$ cat src/rtl/game_sequencer.sv
// Game flow sequencer for a frame-based dodge game.
// Tracks lives, score, the post-hit freeze and the object reset pulse.
module game_sequencer #(
    parameter int LIVES      = 3,
    parameter int HIT_FRAMES = 60
) (
    input  logic       clk,
    input  logic       rst,
    input  logic       frame_tick,
    input  logic       start,
    input  logic       bright,
    input  logic       player_px,
    input  logic       obs_px,
    output logic       move_en,
    output logic       obj_rst,
    output logic [1:0] state,
    output logic [1:0] lives,
    output logic [9:0] score,
    output logic       flash
);

    typedef enum logic [1:0] {
        IDLE = 2'd0,
        PLAY = 2'd1,
        HIT  = 2'd2,
        OVER = 2'd3
    } state_t;

    localparam logic [1:0] LIVES_INIT = 2'(LIVES);
    localparam logic [7:0] HIT_INIT   = 8'(HIT_FRAMES);
    localparam logic [9:0] SCORE_MAX  = 10'd1023;

    state_t     cur;
    logic       start_q;
    logic       coll;
    logic [7:0] hit_cnt;
    logic [7:0] hit_dec;
    logic       start_rise;
    logic       frame_coll;

    assign state      = cur;
    assign start_rise = start & ~start_q;
    assign hit_dec    = hit_cnt - 8'd1;
    // An overlap on the tick cycle itself still belongs to the frame ending now.
    assign frame_coll = coll | ((cur == PLAY) & bright & player_px & obs_px);

    always_ff @(posedge clk) begin
        if (rst) begin
            cur     <= IDLE;
            move_en <= 1'b0;
            obj_rst <= 1'b0;
            flash   <= 1'b0;
            lives   <= LIVES_INIT;
            score   <= '0;
            hit_cnt <= '0;
            coll    <= 1'b0;
            // History starts high so a start held through reset is not seen as a press.
            start_q <= 1'b1;
        end else begin
            start_q <= start;
            obj_rst <= 1'b0;
            coll    <= frame_tick ? 1'b0 : frame_coll;

            case (cur)
                IDLE: begin
                    if (start_rise) begin
                        cur     <= PLAY;
                        move_en <= 1'b1;
                        obj_rst <= 1'b1;
                    end
                end
                PLAY: begin
                    if (frame_tick) begin
                        if (frame_coll) begin
                            lives   <= lives - 2'd1;
                            move_en <= 1'b0;
                            if (lives == 2'd1) begin
                                cur <= OVER;
                            end else begin
                                cur     <= HIT;
                                hit_cnt <= HIT_INIT;
                                flash   <= HIT_INIT[3];
                            end
                        end else if (score != SCORE_MAX) begin
                            score <= score + 10'd1;
                        end
                    end
                end
                HIT: begin
                    if (frame_tick) begin
                        if (hit_cnt == 8'd1) begin
                            cur     <= PLAY;
                            move_en <= 1'b1;
                            obj_rst <= 1'b1;
                            hit_cnt <= '0;
                            flash   <= 1'b0;
                        end else begin
                            hit_cnt <= hit_dec;
                            flash   <= hit_dec[3];
                        end
                    end
                end
                OVER: begin
                    if (start_rise) begin
                        cur   <= IDLE;
                        lives <= LIVES_INIT;
                        score <= '0;
                    end
                end
                default: cur <= IDLE;
            endcase
        end
    end

endmodule

$ cat config.mk
export PLATFORM = sky130hd
export DESIGN_NAME = game_sequencer
export DESIGN_NICKNAME = d
export VERILOG_FILES = /design/src/rtl/game_sequencer.sv
export SDC_FILE = /design/constraint.sdc
export NUM_CORES = 1
export LEC_CHECK = 0
export CORE_UTILIZATION = 30
export CTS_CLUSTER_DIAMETER = 50
export CTS_CLUSTER_SIZE = 12
export DETAILED_ROUTE_END_ITERATION = 7
export GPL_TIMING_DRIVEN = 0
export PLACE_DENSITY_LB_ADDON = 0.08
export SLEW_MARGIN = 20
export SYNTH_ARGS = -nofsm -noshare
export SYNTH_HDL_FRONTEND = slang
export SYNTH_SLANG_ARGS = --single-unit
$ cat constraint.sdc
create_clock -name clk -period 3 [get_ports clk]
set_input_delay 0.6 -clock clk [delete_from_list [all_inputs] [get_ports clk]]
set_output_delay 0.6 -clock clk [all_outputs]
set_load 0.01 [all_outputs]
# Yosys cells after proc, flatten, opt, wreduce, memory -nomap -nowiden
# Cells that the tools add are included.
[classes]
reduce_logical = 10
n_addsub = 3
bitwise_logic = 6
mux = 39
n_eq_ne = 15
[op_table]
columns = ["cell", "count"]
rows = [
  ["$mux 10", 4],
  ["$mux 8", 5],
  ["$pmux 10 s2", 1],
  ["$mux 2", 9],
  ["$ne 2x2->1 const B", 8],
  ["$pmux 8 s2", 1],
  ["$mux 1", 14],
  ["$reduce_and 6->1", 2],
  ["$add 10x1->10 const B", 1],
  ["$ne 10x10->1 const B", 1],
  ["$reduce_and 5->1", 2],
  ["$eq 8x1->1 const B", 1],
  ["$pmux 2 s4", 1],
  ["$sub 8x1->8 const B", 1],
  ["$and 1x1->1", 4],
  ["$eq 2x1->1 const B", 2],
  ["$eq 2x2->1 const B", 2],
  ["$pmux 1 s2", 2],
  ["$pmux 2 s2", 1],
  ["$reduce_and 4->1", 1],
  ["$reduce_bool 2->1", 2],
  ["$pmux 1 s3", 1],
  ["$reduce_bool 3->1", 1],
  ["$logic_not 2->1", 1],
  ["5 further kinds", 5],
]
[totals]
reg_bits = 27
out_inout_bits = 17

# Logic depth before layout (Yosys ltp)
[logic_depth]
word_depth = 8
depth_mapped = 6

# Worst setup path after synthesis
# No wires, ideal clock.
[synth_path]
path_kind = "reg-to-reg"
from = "reg score[0]"
to = "reg score[8]"
path_stages_with_launch = 7
path_buffers = 1
period_less_slack_ns = 1.698
slack_ns = 1.302
arrival_ns = 1.563
path_cell_list = "dfxtp_1 ha_1 and3_1 clkbuf_2 and4_1 o41ai_1 o31ai_2"
[synth_via]
elab_chain_cells = 5
[synth_rtl]
columns = ["element", "line_no", "rtl"]
rows = [
  ["start, declared", "18", "output logic [9:0] score,"],
  ["start signal, assigned", "85", "score <= score + 10'd1;"],
  ["$add 10x1->10", "85", ""],
  ["$mux 10", "84", "end else if (score != SCORE_MAX) begin"],
  ["$mux 10", "74", "if (frame_coll) begin"],
  ["$mux 10", "73", "if (frame_tick) begin"],
  ["$pmux 10 s2", "64", "case (cur)"],
]
# Parallel ways exist; a longest one is shown, timed or not. The select of a mux whose other input is x is not followed.
# A chain may end at the register's enable or synchronous reset.

# Final worst setup path
[layout_path]
from = "in frame_tick"
to = "reg hit_cnt[0]"
[layout_via]
elab_chain_cells = 2
[layout_rtl]
columns = ["element", "line_no", "rtl"]
rows = [
  ["start, declared", "9", "input logic frame_tick,"],
  ["$ne 2x2->1 (no source line)", "n/a", ""],
  ["$reduce_and 5->1 (no source line) *", "n/a", ""],
  ["end signal, assigned", "98", "hit_cnt <= hit_dec;"],
  ["end, declared", "36", "logic [7:0] hit_cnt;"],
]
# Mark *: on every way between the ends. The rest lies on a longest branch, timed or not.

==> flow_summary.ini <==
[status]
status = completed

[clock_network]
cts_resized = 0
cts_tree = yes
clk_latency_ps = 280
cts_hold_buffers = 0
h-tree-depth = 1
clkTransAtPathRegs_ps = 100
cts_buffers = 3
clock_sinks = 26
root_buffer = clkbuf_8
clk_path_buf_depth = 2
postCtsSetupBuffers = 0

[drt]
drt-vias-per-instance = 5.49
postRouteAntennaNets = 0
wire_per_inst_um = 15.2
route.final.wire_length_um = 4250
drt_iter0_drc = 125
dr.pass1.iters = 4
drcViolationCount = 0
num_vias = 1538

[setup_path]
r2r-start = score[0]$_SDFFE_PP0P_
crit_type = in -> reg
critPathMaxFanout = 10
path_buf_inv = 2
worstSetupEndpointType = register
crit_path_end = hit_cnt[0]$_SDFFE_PP0P_
path_cells = clkdlybuf4s50_1 -> buf_2 -> nand3b_1 -> or4_1 -> a21oi_1
cp_slowest_cell = or4_1
slowest_delay_ps = 530
critPathLaunch = frame_tick
critPathTopFamily = simple AND/OR/NAND/NOR gates
reg2reg_depth = 6
critPathArrivalTime_ps = 2270
cp_num_cells = 5
cp-start-kind = input pin
r2r_end = score[6]$_SDFFE_PP0P_
rrSetupSlack_ps = 1130
required_ps = 3210

[sta]
post-route-period-util_pct = 68.7
maxSlewViolCount = 0
setup_violations = 0
hold_viol_final = 0
relSlewSlack_pct = 60.9
skew_ps = 2.80
fin_setup_tns_ps = 0
worst_pin_slew_ps = 584
max_freq_mhz = 485
period_minus_slack_ps = 2060
rsz0062_at_grt = false

[final_layout]
syn_to_final_growth_pct = 23.2
layout-drive-gt1-share_pct = 9.86
antenna_cells = 0
n_fill_cell = 506
multiInputGateArea_um2 = 935
finalNetCount = 225
seqCellArea_um2 = 520

[synthesis]
netlist.area_leader.share_pct = 33.6
synth.most_common_cell = dfxtp_1
synth_edf_count = 0
yosysWarnings = 0
synth.distinct_cells = 53
seq_area_frac_synth_pct = 33.6
postSynthAreaPerCell_um2 = 8.28
synth_cells = 187
ys_top_cells_by_area = dfxtp_1 (34%), a21oi_1 (4.5%), ha_1 (3.2%)
syn-num-nets = 198
synth_area_mm2 = 0.00155
yosysTopAreaCell = dfxtp_1
synth_top_cells_by_count = dfxtp_1 (26), a21oi_1 (14), inv_1 (11), nand2_1 (11)
ys_ff_latch = 26
async_reset_ff_share_pct = 0
synth_top_flop_cell = dfxtp_1

[placed_design]
hpwlAfterDp_um = 3040
io_buffers = 22
gp_congestion = 0.883

[hold_path]
min_path_type = reg -> reg

[die]
ios = 24
row_count = 25
die_w_um = 73.9
core_mm2 = 0.00485
start_util_pct = 31.9
dieArea_mm2 = 0.00545
die_h_um = 73.9

[pwr]
power.share.combinational_pct = 16.3
power_switching_mw = 0.202
switching_share_pct = 27.7
sequentialPowerShare_pct = 50.9
power_density_mw_per_mm2 = 383
p_leak_nw = 0.694
p_int_mw = 0.529
p_clk_share_pct = 32.9
finalPower_mw = 0.731
ir_worst_vdd_v = 0.000174

[global_routing]
grt-ovfl-total = 0
grt_pass1_wl_um = 6960
grt_pass1_vias = 1468
grt_usage_pct = 16.7
grt_max_degree = 15
antenna_found_initial = 0

[flow_run]
maxCapViolCount = 0
-- cell families (layout without fill, tap and decap cells) --
family                   after synthesis  in the layout  synth area share [%]
adder cells (fa/ha/maj)                4              4                  3.23
multiplexers                           3              3                  1.94
AND/OR/NAND/NOR                       79             79                  31.7
AO/OA/AOI/OAI                         53             53                  23.5
buffers and inverters                 22             48                  6.06
flip-flops                            26             26                  33.6
-- through the flow --
step                instance area [µm²]  cells  setup WS, ps  util [%]  hold slack, ps
finish                             1910    280           940      39.4             465
global route                       1910    280           851      39.4             498
CTS                                1910    280           954      39.4             470
detailed placement                 1850    276           666      38.2             452
global placement                   1850    276           670      38.2             452
floorplan                          1550    187          1300         -             454
-- layer usage --
| layer | wire length (µm) | share of wire, % | global-route usage, % | vias up |
|---|---|---|---|---|
| li1 | - | - | - | 765 |
| met1 | 2150 | 51 | 22.5 | 736 |
| met2 | 1920 | 45 | 26.8 | 32 |
| met3 | 141 | 3.3 | 3.16 | 5 |
| met4 | 39 | 0.92 | 5.13 | 0 |
| met5 | 0 | 0 | 0 | - |
-- state kept, by name (all words and copies together), names as in the netlist --
register and count:
move_en 1, score 10, obj_rst 1, state 2, lives 2, start_q 1
coll 1, hit_cnt 8
-- power by group through the flow --
stage | clock [mW] | combinational [mW] | sequential (mW)
after floorplan | 0 | 0.0685 | 0.382
after global placement | 0 | 0.118 | 0.379
after detailed placement | 0 | 0.118 | 0.380
after CTS | 0.244 | 0.119 | 0.372
after global routing | 0.265 | 0.131 | 0.374
final | 0.240 | 0.119 | 0.372
-- worst reg2reg max path: cells and delay by family, from the launching register on --
| family | cells | cell delay (ps) |
|---|---|---|
| buffers and inverters | 1 | 180 |
| flip-flops | 1 | 350 |
| AO/OA/AOI/OAI | 2 | 530 |
| AND/OR/NAND/NOR | 2 | 470 |
| adder cells (fa/ha/maj) | 1 | 220 |
-- cell type report --
| class | count | share of cell area [%] |
|---|---|---|
| timing repair buffer | 22 | 11.5 |
| inverter | 11 | 2.16 |
| sequential | 26 | 27.3 |
| buffer | 11 | 2.75 |
| multi-input combinational | 139 | 49.0 |
| tap | 67 | 4.39 |
| clock buffer | 4 | 2.89 |
-- worst min path at each step --
stage,slack [ps],endpoint,depth (start not counted),startpoint
CTS,470,move_en$_SDFFE_PP0P_,2,move_en$_SDFFE_PP0P_
global placement,450,move_en$_SDFFE_PP0P_,2,move_en$_SDFFE_PP0P_
global route,500,move_en$_SDFFE_PP0P_,2,move_en$_SDFFE_PP0P_
detailed placement,450,move_en$_SDFFE_PP0P_,2,move_en$_SDFFE_PP0P_
finish,470,move_en$_SDFFE_PP0P_,2,move_en$_SDFFE_PP0P_
floorplan,450,hit_cnt[7]$_SDFFE_PP0P_,2,hit_cnt[7]$_SDFFE_PP0P_
-- layout by cell type, fill, tap and decap left out, types with 3 or more instances in the layout --
master           instances
nor2_1                   8
nand4_1                  6
and2_1                   6
o21ai_0                  8
nand2_1                 11
nand2b_1                 3
dfxtp_1                 26
or3_1                    3
nand3_1                  7
nor3_1                   5
ha_1                     4
clkdlybuf4s50_1         22
clkbuf_8                 4
inv_1                   11
nor2b_1                  4
mux2i_1                  3
a31oi_1                  7
and4_1                   3
a21oi_1                 14
and3_1                   5
buf_2                    5
clkbuf_1                 3
and3b_1                  3
Power figures use the tool's default switching activity.
